### config.mk
export PLATFORM = sky130hd
export DESIGN_NAME = io_halt_sequencer
export DESIGN_NICKNAME = d
export VERILOG_FILES = /design/src/rtl/io_seq_pkg.sv /design/src/rtl/io_halt_sequencer_debouncer.sv /design/src/rtl/io_halt_sequencer.sv
export SDC_FILE = /design/constraint.sdc
export NUM_CORES = 1
export LEC_CHECK = 0
export CORE_UTILIZATION = 40
export DETAILED_ROUTE_END_ITERATION = 10
export PLACE_DENSITY_LB_ADDON = 0.15
export SLEW_MARGIN = 0
export SYNTH_ARGS = -nofsm -noshare
export SYNTH_HDL_FRONTEND = slang
export SYNTH_SLANG_ARGS = --single-unit
### constraint.sdc
create_clock -name clock -period 2.33 [get_ports clock]
set_clock_uncertainty 0.1 [all_clocks]
set_input_delay 0.466 -clock clock [delete_from_list [all_inputs] [get_ports clock]]
set_output_delay 0.466 -clock clock [all_outputs]
set_load 0.01 [all_outputs]
### src/rtl/io_seq_pkg.sv
// Shared definitions for the blocking-instruction sequencer.
//   OP_INPUT / OP_OUTPUT / OP_HALT : opcodes that stall the CPU for the operator
//   seq_state_t                    : FSM state encoding (fixed, visible on state_dbg)
//   is_blocking()                  : true for any of the three blocking opcodes
package io_seq_pkg;

  localparam logic [5:0] OP_INPUT  = 6'b000111;
  localparam logic [5:0] OP_OUTPUT = 6'b111000;
  localparam logic [5:0] OP_HALT   = 6'b111110;

  typedef enum logic [2:0] {
    ST_IDLE      = 3'd0,
    ST_WAIT_IN   = 3'd1,
    ST_WAIT_OUT  = 3'd2,
    ST_WAIT_HALT = 3'd3,
    ST_RESUME_IN = 3'd4,
    ST_RESUME    = 3'd5
  } seq_state_t;

  function automatic logic is_blocking(input logic [5:0] op);
    return (op == OP_INPUT) || (op == OP_OUTPUT) || (op == OP_HALT);
  endfunction

endpackage

### src/rtl/io_halt_sequencer_debouncer.sv
// enter_debouncer: conditions the raw, bouncy enter push-button.
//   clock, reset : system clock, asynchronous active-high reset
//   enter        : raw asynchronous button input
//   press        : registered one-cycle pulse per debounced rising edge
module enter_debouncer #(
  parameter int DEBOUNCE_CYCLES = 16
) (
  input  logic clock,
  input  logic reset,
  input  logic enter,
  output logic press
);

  localparam int CNT_W = (DEBOUNCE_CYCLES > 2) ? $clog2(DEBOUNCE_CYCLES) : 1;
  localparam logic [CNT_W-1:0] CNT_LAST = CNT_W'(DEBOUNCE_CYCLES - 1);

  logic             sync1;
  logic             enter_s;
  logic             enter_db;
  logic             enter_db_d;
  logic [CNT_W-1:0] cnt;

  always_ff @(posedge clock or posedge reset) begin
    if (reset) begin
      sync1      <= 1'b0;
      enter_s    <= 1'b0;
      enter_db   <= 1'b0;
      enter_db_d <= 1'b0;
      cnt        <= '0;
      press      <= 1'b0;
    end else begin
      sync1      <= enter;
      enter_s    <= sync1;
      enter_db_d <= enter_db;
      // Rising edge of the debounced level only, so a held button yields one press.
      press      <= enter_db & ~enter_db_d;
      // Counter measures how long the synchronised input has disagreed with
      // the debounced level; any agreement restarts the measurement.
      if (enter_s != enter_db) begin
        if (cnt == CNT_LAST) begin
          enter_db <= ~enter_db;
          cnt      <= '0;
        end else begin
          cnt <= cnt + CNT_W'(1);
        end
      end else begin
        cnt <= '0;
      end
    end
  end

endmodule

### src/rtl/io_halt_sequencer.sv
// io_halt_sequencer: stalls the CPU on INPUT/OUTPUT/HALT until the operator
// presses enter, captures the switch bank, and latches the display value.
//   clock, reset     : system clock, asynchronous active-high reset
//   opcode           : opcode of the instruction in execute
//   instr_valid      : opcode is a real instruction this cycle
//   enter            : raw push-button
//   switches         : raw switch bank (captured on INPUT)
//   out_data         : value to display on OUTPUT
//   pc_stall         : hold PC, suppress writes
//   wb_enable        : one-cycle write of input_data to the destination register
//   input_data       : captured switches, zero-extended
//   display_data     : latched OUTPUT value
//   display_valid    : display_data written since reset
//   halted           : in HALT wait
//   state_dbg        : FSM state encoding
//
// state        | meaning
// -------------+---------------------------------------------------
// IDLE         | no blocking instruction pending; press is ignored
// WAIT_IN      | INPUT accepted, waiting for press to sample switches
// WAIT_OUT     | OUTPUT latched, waiting for operator acknowledge
// WAIT_HALT    | HALT, waiting for press to continue
// RESUME_IN    | release stall and write captured switches back
// RESUME       | release stall after OUTPUT/HALT
module io_halt_sequencer
  import io_seq_pkg::*;
#(
  parameter int DATA_W          = 32,
  parameter int SW_W            = 16,
  parameter int DEBOUNCE_CYCLES = 16
) (
  input  logic              clock,
  input  logic              reset,
  input  logic [5:0]        opcode,
  input  logic              instr_valid,
  input  logic              enter,
  input  logic [SW_W-1:0]   switches,
  input  logic [DATA_W-1:0] out_data,
  output logic              pc_stall,
  output logic              wb_enable,
  output logic [DATA_W-1:0] input_data,
  output logic [DATA_W-1:0] display_data,
  output logic              display_valid,
  output logic              halted,
  output logic [2:0]        state_dbg
);

  seq_state_t state, state_nxt;
  logic       press;
  logic       capture_in;
  logic       latch_out;

  enter_debouncer #(
    .DEBOUNCE_CYCLES(DEBOUNCE_CYCLES)
  ) u_debouncer (
    .clock (clock),
    .reset (reset),
    .enter (enter),
    .press (press)
  );

  always_ff @(posedge clock or posedge reset) begin
    if (reset) state <= ST_IDLE;
    else       state <= state_nxt;
  end

  always_comb begin
    state_nxt  = state;
    capture_in = 1'b0;
    latch_out  = 1'b0;
    pc_stall   = 1'b0;
    wb_enable  = 1'b0;
    halted     = 1'b0;
    unique case (state)
      ST_IDLE: begin
        // A press arriving in the accept cycle is dropped: the wait states
        // only react to presses that happen after they are entered.
        if (instr_valid) begin
          pc_stall = is_blocking(opcode);
          if (opcode == OP_INPUT) begin
            state_nxt = ST_WAIT_IN;
          end else if (opcode == OP_OUTPUT) begin
            latch_out = 1'b1;
            state_nxt = ST_WAIT_OUT;
          end else if (opcode == OP_HALT) begin
            state_nxt = ST_WAIT_HALT;
          end
        end
      end
      ST_WAIT_IN: begin
        pc_stall = 1'b1;
        if (press) begin
          capture_in = 1'b1;
          state_nxt  = ST_RESUME_IN;
        end
      end
      ST_WAIT_OUT: begin
        pc_stall = 1'b1;
        if (press) state_nxt = ST_RESUME;
      end
      ST_WAIT_HALT: begin
        pc_stall = 1'b1;
        halted   = 1'b1;
        if (press) state_nxt = ST_RESUME;
      end
      ST_RESUME_IN: begin
        wb_enable = 1'b1;
        state_nxt = ST_IDLE;
      end
      ST_RESUME: begin
        state_nxt = ST_IDLE;
      end
      default: begin
        state_nxt = ST_IDLE;
      end
    endcase
    // Keep the stall low while reset is held even if a blocking opcode is
    // presented, so every output reads zero during reset.
    if (reset) pc_stall = 1'b0;
  end

  always_ff @(posedge clock or posedge reset) begin
    if (reset) begin
      input_data    <= '0;
      display_data  <= '0;
      display_valid <= 1'b0;
    end else begin
      if (capture_in) input_data <= DATA_W'(switches);
      if (latch_out) begin
        display_data  <= out_data;
        display_valid <= 1'b1;
      end
    end
  end

  assign state_dbg = state;

endmodule

# After elaboration in Yosys (flattened, before gate mapping)
# Index checks and enable logic that the tools add are counted.
# W data, S select, Z words.
[classes]
add_sub_neg = 1
eq_ne = 13
mux = 20
n_bitwise = 3
reduce_logical = 7
[ops]
columns = ["op", "n"]
rows = [
  ["$mux W3", 6],
  ["$eq A6 B6 Y1 const B", 2],
  ["$mux W1", 10],
  ["$pmux W3 S3", 1],
  ["$mux W4", 2],
  ["$eq A3 B2 Y1 const B", 2],
  ["$eq A6 B3 Y1 const B", 1],
  ["$add A4 B1 Y4 const B", 1],
  ["$eq A4 B4 Y1 const B", 1],
  ["$ne A2 B1 Y1 const B", 2],
  ["$ne A4 B4 Y1 const B", 1],
  ["$reduce_and A4 Y1", 1],
  ["$eq A3 B1 Y1 const B", 1],
  ["$eq A3 B3 Y1 const B", 1],
  ["$logic_not A3 Y1", 1],
  ["$reduce_or A3 Y1", 1],
  ["$logic_or A1 B1 Y1", 2],
  ["$ne A2 B2 Y1 const B", 1],
  ["$not A1 Y1", 2],
  ["$pmux W1 S2", 1],
  ["$reduce_and A2 Y1", 1],
  ["$reduce_or A2 Y1", 1],
  ["$and A1 B1 Y1", 1],
  ["$ne A1 B1 Y1", 1],
]
[totals]
register_bits = 61
input_bits = 58
out_inout_bits = 71
elab_cells = 54

# Longest topological paths before layout
[logic_depth]
word_depth = 6
depth_mapped = 5
ltp_nobuf = 4

# Modules after synthesis
# A second synthesis with hierarchy kept.
[unflattened]
cells_unflattened = 173
hier_area_um2 = 2571.2
[by_module_without_submodules]
columns = ["mod", "n_inst", "cells_each", "area_per_inst_um2", "seq_area_each_um2"]
rows = [
  ["io_halt_sequencer", 1, 151, 2239.6, 1301.2],
  ["enter_debouncer", 1, 22, 331.6, 225.2],
]

# Least setup slack after synthesis
# OpenSTA, ideal clock, no wires.
[synth_timing]
kind = "input-to-output"
start = "input port opcode[3]"
end = "output port pc_stall"
t_arrival_ps = 1247
setup_slack_ps = 517
stages = 3
path_buffers = 0
path_cell_list = "nor4b_1 -> o21bai_1 -> a31oi_1"
[synth_via]
elab_chain_cells = 6
elab_cells_between_ends = 8
classes_between = "eq/ne: 3; mux: 3; reduce/logical: 2"
[synth_rtl]
columns = ["item", "line_no", "source"]
rows = [
  ["from (decl)", "io_halt_sequencer.sv:34", "input logic [5:0] opcode,"],
  ["$eq A6 B3 Y1 / $eq A6 B6 Y1 (equally long branches)", "io_seq_pkg.sv:21", "return (op == OP_INPUT) || (op == OP_OUTPUT) || (op == OP_HALT);"],
  ["$logic_or A1 B1 Y1", "io_seq_pkg.sv:21", ""],
  ["$logic_or A1 B1 Y1 (*)", "io_seq_pkg.sv:21", ""],
  ["$mux W1 (*)", "io_halt_sequencer.sv:78", "if (instr_valid) begin"],
  ["$pmux W1 S2 (*)", "io_halt_sequencer.sv:74", "unique case (state)"],
  ["$mux W1 (*)", "io_halt_sequencer.sv:119", "if (reset) pc_stall = 1'b0;"],
  ["to (decl)", "io_halt_sequencer.sv:39", "output logic pc_stall,"],
]
# Every way passes the cells marked *; elsewhere a longest branch is shown, timed or not.

# Final worst setup path
[layout_timing]
start = "register state[0] (netlist: state_dbg[0])"
end = "output port wb_enable"
[layout_via]
elab_chain_cells = 2
[layout_rtl]
columns = ["item", "line_no", "source"]
rows = [
  ["from (decl)", "io_halt_sequencer.sv:48", "seq_state_t state, state_nxt;"],
  ["from (signal assigned)", "io_halt_sequencer.sv:64", "else state <= state_nxt;"],
  ["$eq A3 B3 Y1", "io_halt_sequencer.sv:74", ""],
  ["$mux W1", "io_halt_sequencer.sv:74", ""],
  ["to (decl)", "io_halt_sequencer.sv:40", "output logic wb_enable,"],
]
# Every way passes these cells.

==> implementation parameters <==
Parameter                              Value

Run status
  Status ... completed

Pwr
  Internal power component ... 1.60 mW
  Combinational fraction of design power ... 0.095
  Leakage power ... 1.97 nW
  Post-layout power ... 2.06 mW
  P per Cell Area ... 508 nW/um^2
  Clock share of power ... 0.382
  Sw Ratio ... 0.224
  Maximum resistive drop on vdd ... 318 uV
  Flop pwr share ... 0.523
  NetSw ... 0.461 mW

STA
  Final Setup Violations ... 0
  Minimum clock period after layout ... 2.27 ns
  Setup repair after global routing missed its margin ... no
  Setup TNS Final ... 0 ns
  Final hold vios ... 0
  Final setup margin ... 0.0619 ns
  Post-route fraction of the period consumed by the critical path ... 0.973
  Highest achievable clock rate ... 441 MHz
  Worst hold margin ... 0.251 ns
  Final slew viol count ... 0

Clock tree
  TritonCTS clock tree ... done
  Root buffer selected by CTS ... sky130_fd_sc_hd__clkbuf_8
  Deepest clock path buffer count ... 2
  Sink Count ... 61
  Total CTS buffers ... 9
  Post-CTS clock slew at the launch and capture registers of the worst setup and hold paths ... 0.06 ns
  Insertion delay of the later-clocked pin in the worst-skew pair ... 0.32 ns
  CTS H-tree lvls ... 3
  CTS Hold Bufs ... 0

Cells and area
  Proportion of layout cells with a drive suffix above 1 ... 0.269
  Post-Layout Cell Count ... 385
  Area delta synth->final ... 52.3%
  Final core utilization ... 0.636
  Nets@finish ... 363
  Number of diodes ... 0
  Post-route cell area ... 4060 um^2

Floorplan
  Initial Utilization ... 0.418
  Number of rows created at floorplan ... 29
  Top-level port count ... 129
  Vertical die dimension ... 83.7 um
  Placeable Area ... 6390 um^2
  Die area ... 7000 um^2
  Die width ... 83.7 um

Logic synthesis
  Post-synth top cells ... sky130_fd_sc_hd__dfrtp_1, sky130_fd_sc_hd__mux2_4, sky130_fd_sc_hd__mux2_2, sky130_fd_sc_hd__buf_4
  Fraction of post-synthesis cell area in the top cell type by area ... 0.572
  Cell types with the largest area share after synthesis ... sky130_fd_sc_hd__dfrtp_1, sky130_fd_sc_hd__mux2_4, sky130_fd_sc_hd__mux2_2
  Post-synth EDFFs ... 0
  Primary flip-flop cell chosen by synthesis mapping ... sky130_fd_sc_hd__dfrtp_1
  Portion of the post-synthesis area used by sequential elements ... 0.572
  Syn Area/Cell ... 15.3 um^2
  Post-Synthesis Cell Area ... 2670 um^2
  Fraction of registers with async set or reset after synthesis ... 1.00
  Number of instances in the synthesized netlist ... 174
  Ys Warns ... 0
  Post-synthesis cell type count ... 33
  Most frequent cell after synthesis ... sky130_fd_sc_hd__dfrtp_1
  #FFs+latches synth ... 61
  Post-synthesis cell type with the largest combined area ... sky130_fd_sc_hd__dfrtp_1

Route
  Total Wirelength ... 5600 um
  ANT nets after route ... 0
  Via count ... 1803
  Wire length per cell after detailed routing ... 14.5 um
  Initial drt markers ... 26
  DRC errors left ... 0
  First-pass DRT Iterations ... 4
  Routed vias/inst ... 4.68

Global routing
  Initial antenna violation count ... 0
  Total global-route track usage ... 0.174
  Maximum number of pins on one net before global-route repair ... 31
  Global-route wire length before repair ... 9410 um
  Overflow after GRT ... 0
  Number of global-route vias before repair ... 1876

Place
  Cells after DPL ... 369
  Placement Setup Slack ... -0.375 ns
  Total of buffers placed on input and output ports ... 112
  Routability cong. ... 0.770
  Post-detailed-placement half-perimeter wirelength ... 4140 um
  Area after DPL ... 3880 um^2

Critical path
  Arrival @ worst endpoint ... 1.70 ns
  Reg-to-reg startpoint ... state_dbg[1]
  Flop-to-flop setup slack ... 0.48 ns
  Critical Path Sink Type ... primary output
  Maximum fanout encountered on the critical timing path ... 7
  Worst Setup Path Type ... reg2out
  Endpoint required time on the critical path ... 1.76 ns
  Worst-case reg-to-reg path depth ... 5
  Startpoint class of the critical path ... register
  Endpoint of the most critical register-to-register path ... display_data[19]

Job
  Reported max-cap violation count ... 0

Min path
  Hold Crit Depth ... 0
  WHS Endpoint ... u_debouncer.enter_s
  Path class of the lowest-slack min-delay path ... reg2reg
  HP Start ... u_debouncer.sync1
==> registers in the layout, summed over array words and instances (netlist names) <==
register,flops
display_data,32
state_dbg,3
u_debouncer.sync1,1
display_valid,1
input_data,16
u_debouncer.enter_s,1
u_debouncer.enter_db,1
u_debouncer.press,1
u_debouncer.cnt,4
u_debouncer.enter_db_d,1
==> cells in the final DEF, fill, tap and decap left out, types with 2 or more instances in the layout <==
cell,instances
sky130_fd_sc_hd__conb_1,16
sky130_fd_sc_hd__mux2_4,29
sky130_fd_sc_hd__xnor2_1,2
sky130_fd_sc_hd__buf_12,2
sky130_fd_sc_hd__buf_4,13
sky130_fd_sc_hd__a21oi_1,2
sky130_fd_sc_hd__clkbuf_8,10
sky130_fd_sc_hd__mux2_2,20
sky130_fd_sc_hd__nor2b_1,3
sky130_fd_sc_hd__nand2_1,3
sky130_fd_sc_hd__dfrtp_1,61
sky130_fd_sc_hd__clkbuf_1,3
sky130_fd_sc_hd__o21ai_0,2
sky130_fd_sc_hd__o21bai_1,2
sky130_fd_sc_hd__clkdlybuf4s50_1,111
sky130_fd_sc_hd__nor4b_4,2
sky130_fd_sc_hd__nor3b_1,2
sky130_fd_sc_hd__clkinv_2,2
sky130_fd_sc_hd__nor2_1,4
==> critical path, stage by stage (launching register included) <==
cell	delay [ns]
sky130_fd_sc_hd__dfrtp_1	0.39
sky130_fd_sc_hd__buf_4	0.17
sky130_fd_sc_hd__nor2_2	0.14
sky130_fd_sc_hd__and2_1	0.15
sky130_fd_sc_hd__clkdlybuf4s50_1	0.53
==> what timing repair did <==
action | in CTS | in global routing
resized for setup | 3 | 3
setup buffers | 1 | 0
endpoints found under the hold margin | 0 | 0
pin swaps | 1 | 0
endpoints found under the setup margin | 2 | 1
==> layer usage <==
layer,up-vias,track usage,share of wire
li1,837,-,-
met1,870,0.226,0.44
met2,88,0.272,0.47
met3,8,0.0445,0.073
met4,0,0.0878,0.016
met5,-,0,0
==> power groups by stage <==
stage	sequential (mW)	combinational (mW)	clock (mW)
6_report	1.08	0.197	0.788
5_1_grt	1.08	0.214	0.864
4_1_cts	1.08	0.198	0.810
3_5_place_dp	1.10	0.196	0
3_3_place_gp	1.10	0.193	0
2_1_floorplan	1.10	0.0743	0
==> kinds of logic after synthesis <==
logic type,count (synthesis),share of synthesized area
DFF,61,0.572
muxes,50,0.251
buffers and inverters,25,0.0727
and+or+nand+nor,24,0.0652
AOI/OAI and AO/OA,10,0.0258
xor gates and xnor gates,2,0.00657
adders and majority gates,1,0.00469
other,1,0.00141
==> cell type report <==
cell class,instances,area [um^2]
Fill cell,511,2320
Sequential cell,61,1530
Timing Repair Buffer,127,1250
Multi-Input combinational cell,103,1020
Clock buffer,13,149
Tap cell,77,96.3
Clock inverter,2,10.0
Inverter,2,7.51
==> how the worst max path moves through the flow <==
stage	endpoint	slack [ns]	start	depth (start not counted)
6_report	wb_enable	0.06	state_dbg[0]	4
5_1_grt	wb_enable	0.03	state_dbg[0]	4
4_1_cts	pc_stall	0.02	opcode[4]	5
3_5_place_dp	pc_stall	-0.38	opcode[3]	5
3_3_place_gp	pc_stall	-0.33	opcode[3]	5
2_1_floorplan	display_data[0]	0.25	reset	1
No activity file was read; power rests on OpenSTA's default activity.
